$ cat config.mk
export PLATFORM = sky130hd
export DESIGN_NAME = cpu_sram_responder
export DESIGN_NICKNAME = d
export VERILOG_FILES = /design/src/rtl/cpu_sram_responder.sv
export SDC_FILE = /design/constraint.sdc
export NUM_CORES = 1
export LEC_CHECK = 0
export ABC_AREA = 1
export CAP_MARGIN = 10
export CORE_ASPECT_RATIO = 1.2
export CORE_MARGIN = 10
export CORE_UTILIZATION = 35
export CTS_BUF_LIST = sky130_fd_sc_hd__clkbuf_4 sky130_fd_sc_hd__clkbuf_8
export DETAILED_ROUTE_END_ITERATION = 6
export GPL_ROUTABILITY_DRIVEN = 0
export PLACE_DENSITY = 0.82
export REMOVE_ABC_BUFFERS = 1
export SLEW_MARGIN = 20
export SYNTH_ARGS = -nofsm -noshare
export SYNTH_HDL_FRONTEND = slang
export SYNTH_SLANG_ARGS = --single-unit
export TNS_END_PERCENT = 50
$ cat constraint.sdc
create_clock -name clk -period 3 [get_ports clk]
set_input_delay 0.45 -clock clk [delete_from_list [all_inputs] [get_ports clk]]
set_output_delay 0.45 -clock clk [all_outputs]
set_load 0.02 [all_outputs]
$ cat src/rtl/cpu_sram_responder.sv
// rtl/cpu_sram_responder.sv - serialises CPU fetch and load/store requests onto one SRAM-like bus
// Optional: CPU_SRAM_ADDR_MAP_EN enables the fixed kseg0/kseg1 physical address mapping.
module cpu_sram_responder #(
    parameter int DATA_FIRST      = 1,
    parameter int WATCHDOG_CYCLES = 255
) (
    input  logic        clk,
    input  logic        rst,
    input  logic        inst_en,
    input  logic [31:0] inst_addr,
    output logic [31:0] inst_rdata,
    output logic        stallreq_from_if,
    input  logic        data_en,
    input  logic        data_we,
    input  logic [31:0] data_addr,
    input  logic [31:0] data_wdata,
    input  logic [3:0]  data_sel,
    input  logic [1:0]  data_size,
    output logic [31:0] data_rdata,
    output logic        stallreq_from_mem,
    input  logic        flush,
    input  logic        cpu_longest_stall,
    output logic        bus_req,
    output logic        bus_wr,
    output logic [1:0]  bus_size,
    output logic [31:0] bus_addr,
    output logic [3:0]  bus_wstrb,
    output logic [31:0] bus_wdata,
    input  logic        bus_addr_ok,
    input  logic        bus_data_ok,
    input  logic [31:0] bus_rdata,
    output logic        bus_err
);

    typedef enum logic [2:0] {IDLE, D_ADDR, D_WAIT, I_ADDR, I_WAIT} state_t;

    state_t      state_q, state_d;
    logic        inst_done_q, inst_done_d;
    logic        data_done_q, data_done_d;
    logic [31:0] inst_hold_q, inst_hold_d;
    logic [31:0] data_hold_q, data_hold_d;
    logic        discard_q, discard_d;
    logic        is_store_q, is_store_d;
    logic [31:0] wdog_cnt_q, wdog_cnt_d;
    logic        bus_err_q, bus_err_d;
    logic        pend_data, pend_inst;

    function automatic logic [31:0] map_addr(input logic [31:0] va);
`ifdef CPU_SRAM_ADDR_MAP_EN
        if (va[31:30] == 2'b10) begin
            return {3'b000, va[28:0]};
        end
        return va;
`else
        return va;
`endif
    endfunction

    assign stallreq_from_if  = inst_en & ~inst_done_q;
    assign stallreq_from_mem = data_en & ~data_done_q;
    assign inst_rdata        = inst_hold_q;
    assign data_rdata        = data_hold_q;
    assign bus_err           = bus_err_q;

    always_comb begin
        pend_data   = data_en & ~data_done_q & ~flush;
        pend_inst   = inst_en & ~inst_done_q & ~flush;
        state_d     = state_q;
        inst_hold_d = inst_hold_q;
        data_hold_d = data_hold_q;
        discard_d   = discard_q;
        is_store_d  = is_store_q;
        wdog_cnt_d  = '0;
        bus_err_d   = bus_err_q;
        bus_req     = 1'b0;
        bus_wr      = 1'b0;
        bus_size    = 2'd0;
        bus_addr    = '0;
        bus_wstrb   = 4'd0;
        bus_wdata   = '0;
        inst_done_d = inst_done_q;
        data_done_d = data_done_q;
        // Completed results are only held while the pipeline is frozen.
        if (!cpu_longest_stall || flush) begin
            inst_done_d = 1'b0;
            data_done_d = 1'b0;
        end

        case (state_q)
            IDLE: begin
                if (pend_data && (DATA_FIRST != 0 || !pend_inst)) begin
                    state_d = D_ADDR;
                end else if (pend_inst) begin
                    state_d = I_ADDR;
                end
            end
            D_ADDR: begin
                bus_req   = 1'b1;
                bus_wr    = data_we;
                bus_size  = data_size;
                bus_addr  = map_addr(data_addr);
                bus_wstrb = data_we ? data_sel : 4'd0;
                bus_wdata = data_wdata;
                if (bus_addr_ok) begin
                    state_d    = D_WAIT;
                    is_store_d = data_we;
                    discard_d  = flush;
                end else if (flush) begin
                    state_d = IDLE;
                end
            end
            I_ADDR: begin
                bus_req  = 1'b1;
                bus_size = 2'd2;
                bus_addr = map_addr(inst_addr);
                if (bus_addr_ok) begin
                    state_d   = I_WAIT;
                    discard_d = flush;
                end else if (flush) begin
                    state_d = IDLE;
                end
            end
            D_WAIT, I_WAIT: begin
                if (flush) begin
                    discard_d = 1'b1;
                end
                if (bus_data_ok) begin
                    state_d   = IDLE;
                    discard_d = 1'b0;
                    // A flushed transaction still drains the bus but must not satisfy a new request.
                    if (!discard_q && !flush) begin
                        if (state_q == D_WAIT) begin
                            data_done_d = 1'b1;
                            if (!is_store_q) begin
                                data_hold_d = bus_rdata;
                            end
                        end else begin
                            inst_done_d = 1'b1;
                            inst_hold_d = bus_rdata;
                        end
                    end
                end else begin
                    wdog_cnt_d = (wdog_cnt_q == '1) ? wdog_cnt_q : wdog_cnt_q + 32'd1;
                    if (WATCHDOG_CYCLES != 0 && wdog_cnt_d == 32'(WATCHDOG_CYCLES)) begin
                        bus_err_d = 1'b1;
                    end
                end
            end
            default: state_d = IDLE;
        endcase
    end

    always_ff @(posedge clk or posedge rst) begin
        if (rst) begin
            state_q     <= IDLE;
            inst_done_q <= 1'b0;
            data_done_q <= 1'b0;
            inst_hold_q <= '0;
            data_hold_q <= '0;
            discard_q   <= 1'b0;
            is_store_q  <= 1'b0;
            wdog_cnt_q  <= '0;
            bus_err_q   <= 1'b0;
        end else begin
            state_q     <= state_d;
            inst_done_q <= inst_done_d;
            data_done_q <= data_done_d;
            inst_hold_q <= inst_hold_d;
            data_hold_q <= data_hold_d;
            discard_q   <= discard_d;
            is_store_q  <= is_store_d;
            wdog_cnt_q  <= wdog_cnt_d;
            bus_err_q   <= bus_err_d;
        end
    end

endmodule

==> summary.txt <==
Status
  – Status: completed

Synthesis
  – Seq/Total Area, Yosys: 0.456
  – Synthesized area: 5710 um^2
  – Post-synth EDFFs: 0
  – Mapped Cells: 787
  – Synth Area per Inst: 7.25 um^2
  – FF+latch count, synth: 104
  – Synth async-reset ratio: 1.00
  – Ys Warns: 0
  – Unique cell type count in the Yosys netlist: 31
  – Post-synth top flop: dfrtp_1

CTS
  – CTS Sinks: 104
  – TritonCTS clock tree: yes
  – Post-CTS Setup Inserts: 0
  – CTS Hold Bufs: 0
  – CTS root buf: clkbuf_8
  – CTS resizes: 0
  – H-tree levels: 3
  – Clk_lat worst skew: 0.38 ns
  – CTS clk-pin slew, worst paths: 0.10 ns
  – CTS Buf Count: 9
  – CTS max path bufs: 2

Global route
  – First-pass GRT wire length: 33300 um
  – Largest net degree at the start of global routing: 66
  – Tot GR Track Use: 0.190
  – Initial antenna violation count: 0
  – GRT overflow: 0
  – Vias in the first global route: 5972

Hold path
  – Hold EP: inst_rdata[6]
  – Cells on Worst Hold Path: 2
  – Min-delay src: inst_rdata[6]
  – Worst hold path class: reg2reg

Power
  – Total leakage power: 4.24 nW
  – PwrDens: 652 nW/um^2
  – Maximum vdd drop: 0.422 mV

Route
  – Total iterations of the first detailed-routing run: 5
  – Total Wirelength: 21300 um
  – DR vias/cell: 4.76
  – Routed Antenna Nets: 0
  – Initial drt markers: 377
  – DRC violations left: 0
  – Routed wire length per instance: 16.7 um
  – Via count: 6054

Floorplanning
  – Area of the die: 21800 um^2
  – Std-Cell Rows: 51
  – Die width: 137 um
  – IO Pins: 282
  – Total core area: 16100 um^2
  – DIE HEIGHT: 160 um
  – Starting Density: 0.354

Run
  – Total of max-cap violations: 0

Final layout
  – Nets: 1201
  – Most frequent cells in the layout: clkdlybuf4s50_1 (281), nand2_1 (204), inv_1 (124)
  – Final Non-Filler Cells: 1273
  – Area grow syn2layout: 56.8%
  – Ant. Diodes: 0
  – Layout cell share with drive strength beyond 1: 0.0386
  – Most common cell after layout, fill and taps aside: clkdlybuf4s50_1

STA
  – RSZ-0062 raised after global routing: false
  – Final min period: 2.75 ns
  – Post-route setup TNS: 0 ns
  – WHS: 0.491 ns
  – Hold Fails Final Rpt: 0
  – Maximum achievable frequency: 364 MHz
  – Final setup fails: 0
  – Fin crit share: 0.917
  – Worst-Margin Slew: 0.634 ns
  – Max-slew headroom at the worst pin: 0.577
  – Final Skew: 0.00761 ns
  – Slew Limit Fails: 0

Setup path
  – CP Launch Type: register
  – CP required: 2.55 ns
  – CP peak stage delay: 0.63 ns
  – WP data arrival: 2.30 ns
  – Depth of the most critical reg-to-reg path: 13
  – Crit path max-delay cell type: clkdlybuf4s50_1
  – Crit end category: primary output
  – Reg2reg end: bus_err
  – R2R Path Start: wdog_cnt_q[0]
  – Max FO, Critical Path: 34
  – R2r setup slk: 0.71 ns
  – Sequence of cells on the critical path: nor3_4, buf_4, a22o_1, clkdlybuf4s50_1
  – Critical Setup Path Class: reg2out

Place
  – IO buf count: 281
  – Hpwl dp: 17100 um
  – Number of placed cells counting well taps: 1258
==> layer usage <==
layer,wire [um],global-route usage,part of all wire
met2,10200,0.314,0.48
met4,312,0.0349,0.015
met3,2410,0.0785,0.11
met1,8340,0.226,0.39
met5,0,0,0
==> through the flow <==
stage | worst slack, ns | total power, mW | util | area [um^2]
floorplan | -0.182 | 3.34 | - | 5590
global placement | 0.684 | 4.93 | 0.542 | 8750
detailed placement | 0.647 | 4.97 | 0.542 | 8750
CTS | 0.224 | 5.90 | 0.555 | 8950
global route | 0.0916 | 6.17 | 0.555 | 8950
finish | 0.250 | 5.84 | 0.555 | 8950
==> cells in the mapped netlist (3+ instances only) <==
cell,number,area share
nor2_1,117,0.077
nand3b_1,14,0.018
nand2_1,204,0.13
dfrtp_1,104,0.46
nor3_1,3,0.0026
nand4_1,5,0.0055
nand3_1,29,0.025
inv_2,3,0.0020
a22o_1,32,0.049
clkbuf_1,28,0.018
o21ai_0,82,0.072
inv_1,125,0.082
a21oi_1,11,0.0096
xor2_1,5,0.0077
nor2_2,3,0.0033
==> sequential cells by signal, indices dropped and copies added (netlist names) <==
name,flops
data_rdata,32
inst_rdata,32
wdog_cnt_q,32
state_q,3
bus_err,1
data_done_q,1
discard_q,1
inst_done_q,1
is_store_q,1
==> cell type report <==
cell class,count,area (um^2)
timing repair buffer,289,2890
multi-input combinational,524,2510
clock inverter,6,77.6
clock buffer,9,124
sequential,104,2600
tap,212,265
fill,1451,7190
inverter,129,488
==> worst max-delay path by stage <==
stage / from / end / slack [ns]
6_report: state_q[2] / bus_addr[11] / 0.25
3_5_place_dp: state_q[0] / bus_addr[15] / 0.65
2_1_floorplan: rst / bus_err / -0.18
3_3_place_gp: data_we / bus_wstrb[2] / 0.68
4_1_cts: state_q[0] / bus_addr[11] / 0.22
5_1_grt: state_q[0] / bus_addr[5] / 0.09
==> worst max-delay path, delay by kind of cell (launching register included) <==
| kind | cells | cell delay [ns] |
|---|---|---|
| buffers and inverters | 2 | 0.98 |
| DFF | 1 | 0.48 |
| and+or+nand+nor | 1 | 0.24 |
| AOI/OAI and AO/OA | 1 | 0.21 |
==> kinds of logic (layout without fill, tap and decap cells) <==
| group | count (synthesis) | count (layout) | synth area share |
|---|---|---|---|
| compound gates | 133 | 133 | 0.141 |
| fa+ha+maj | 1 | 1 | 0.00219 |
| buf+inv | 159 | 433 | 0.106 |
| xor+xnor | 6 | 6 | 0.00921 |
| flops | 104 | 104 | 0.456 |
| simple gates | 384 | 384 | 0.285 |
==> where the power goes <==
part,leakage (nW),switching (mW),internal [mW],total (mW)
Sequential,1.39,0.182,1.69,1.87
Clock,0.0993,0.518,0.396,0.914
Combinational,2.75,1.64,1.41,3.05
Total,4.24,2.34,3.50,5.84
Note: power is estimated with default switching activity, not from simulation.
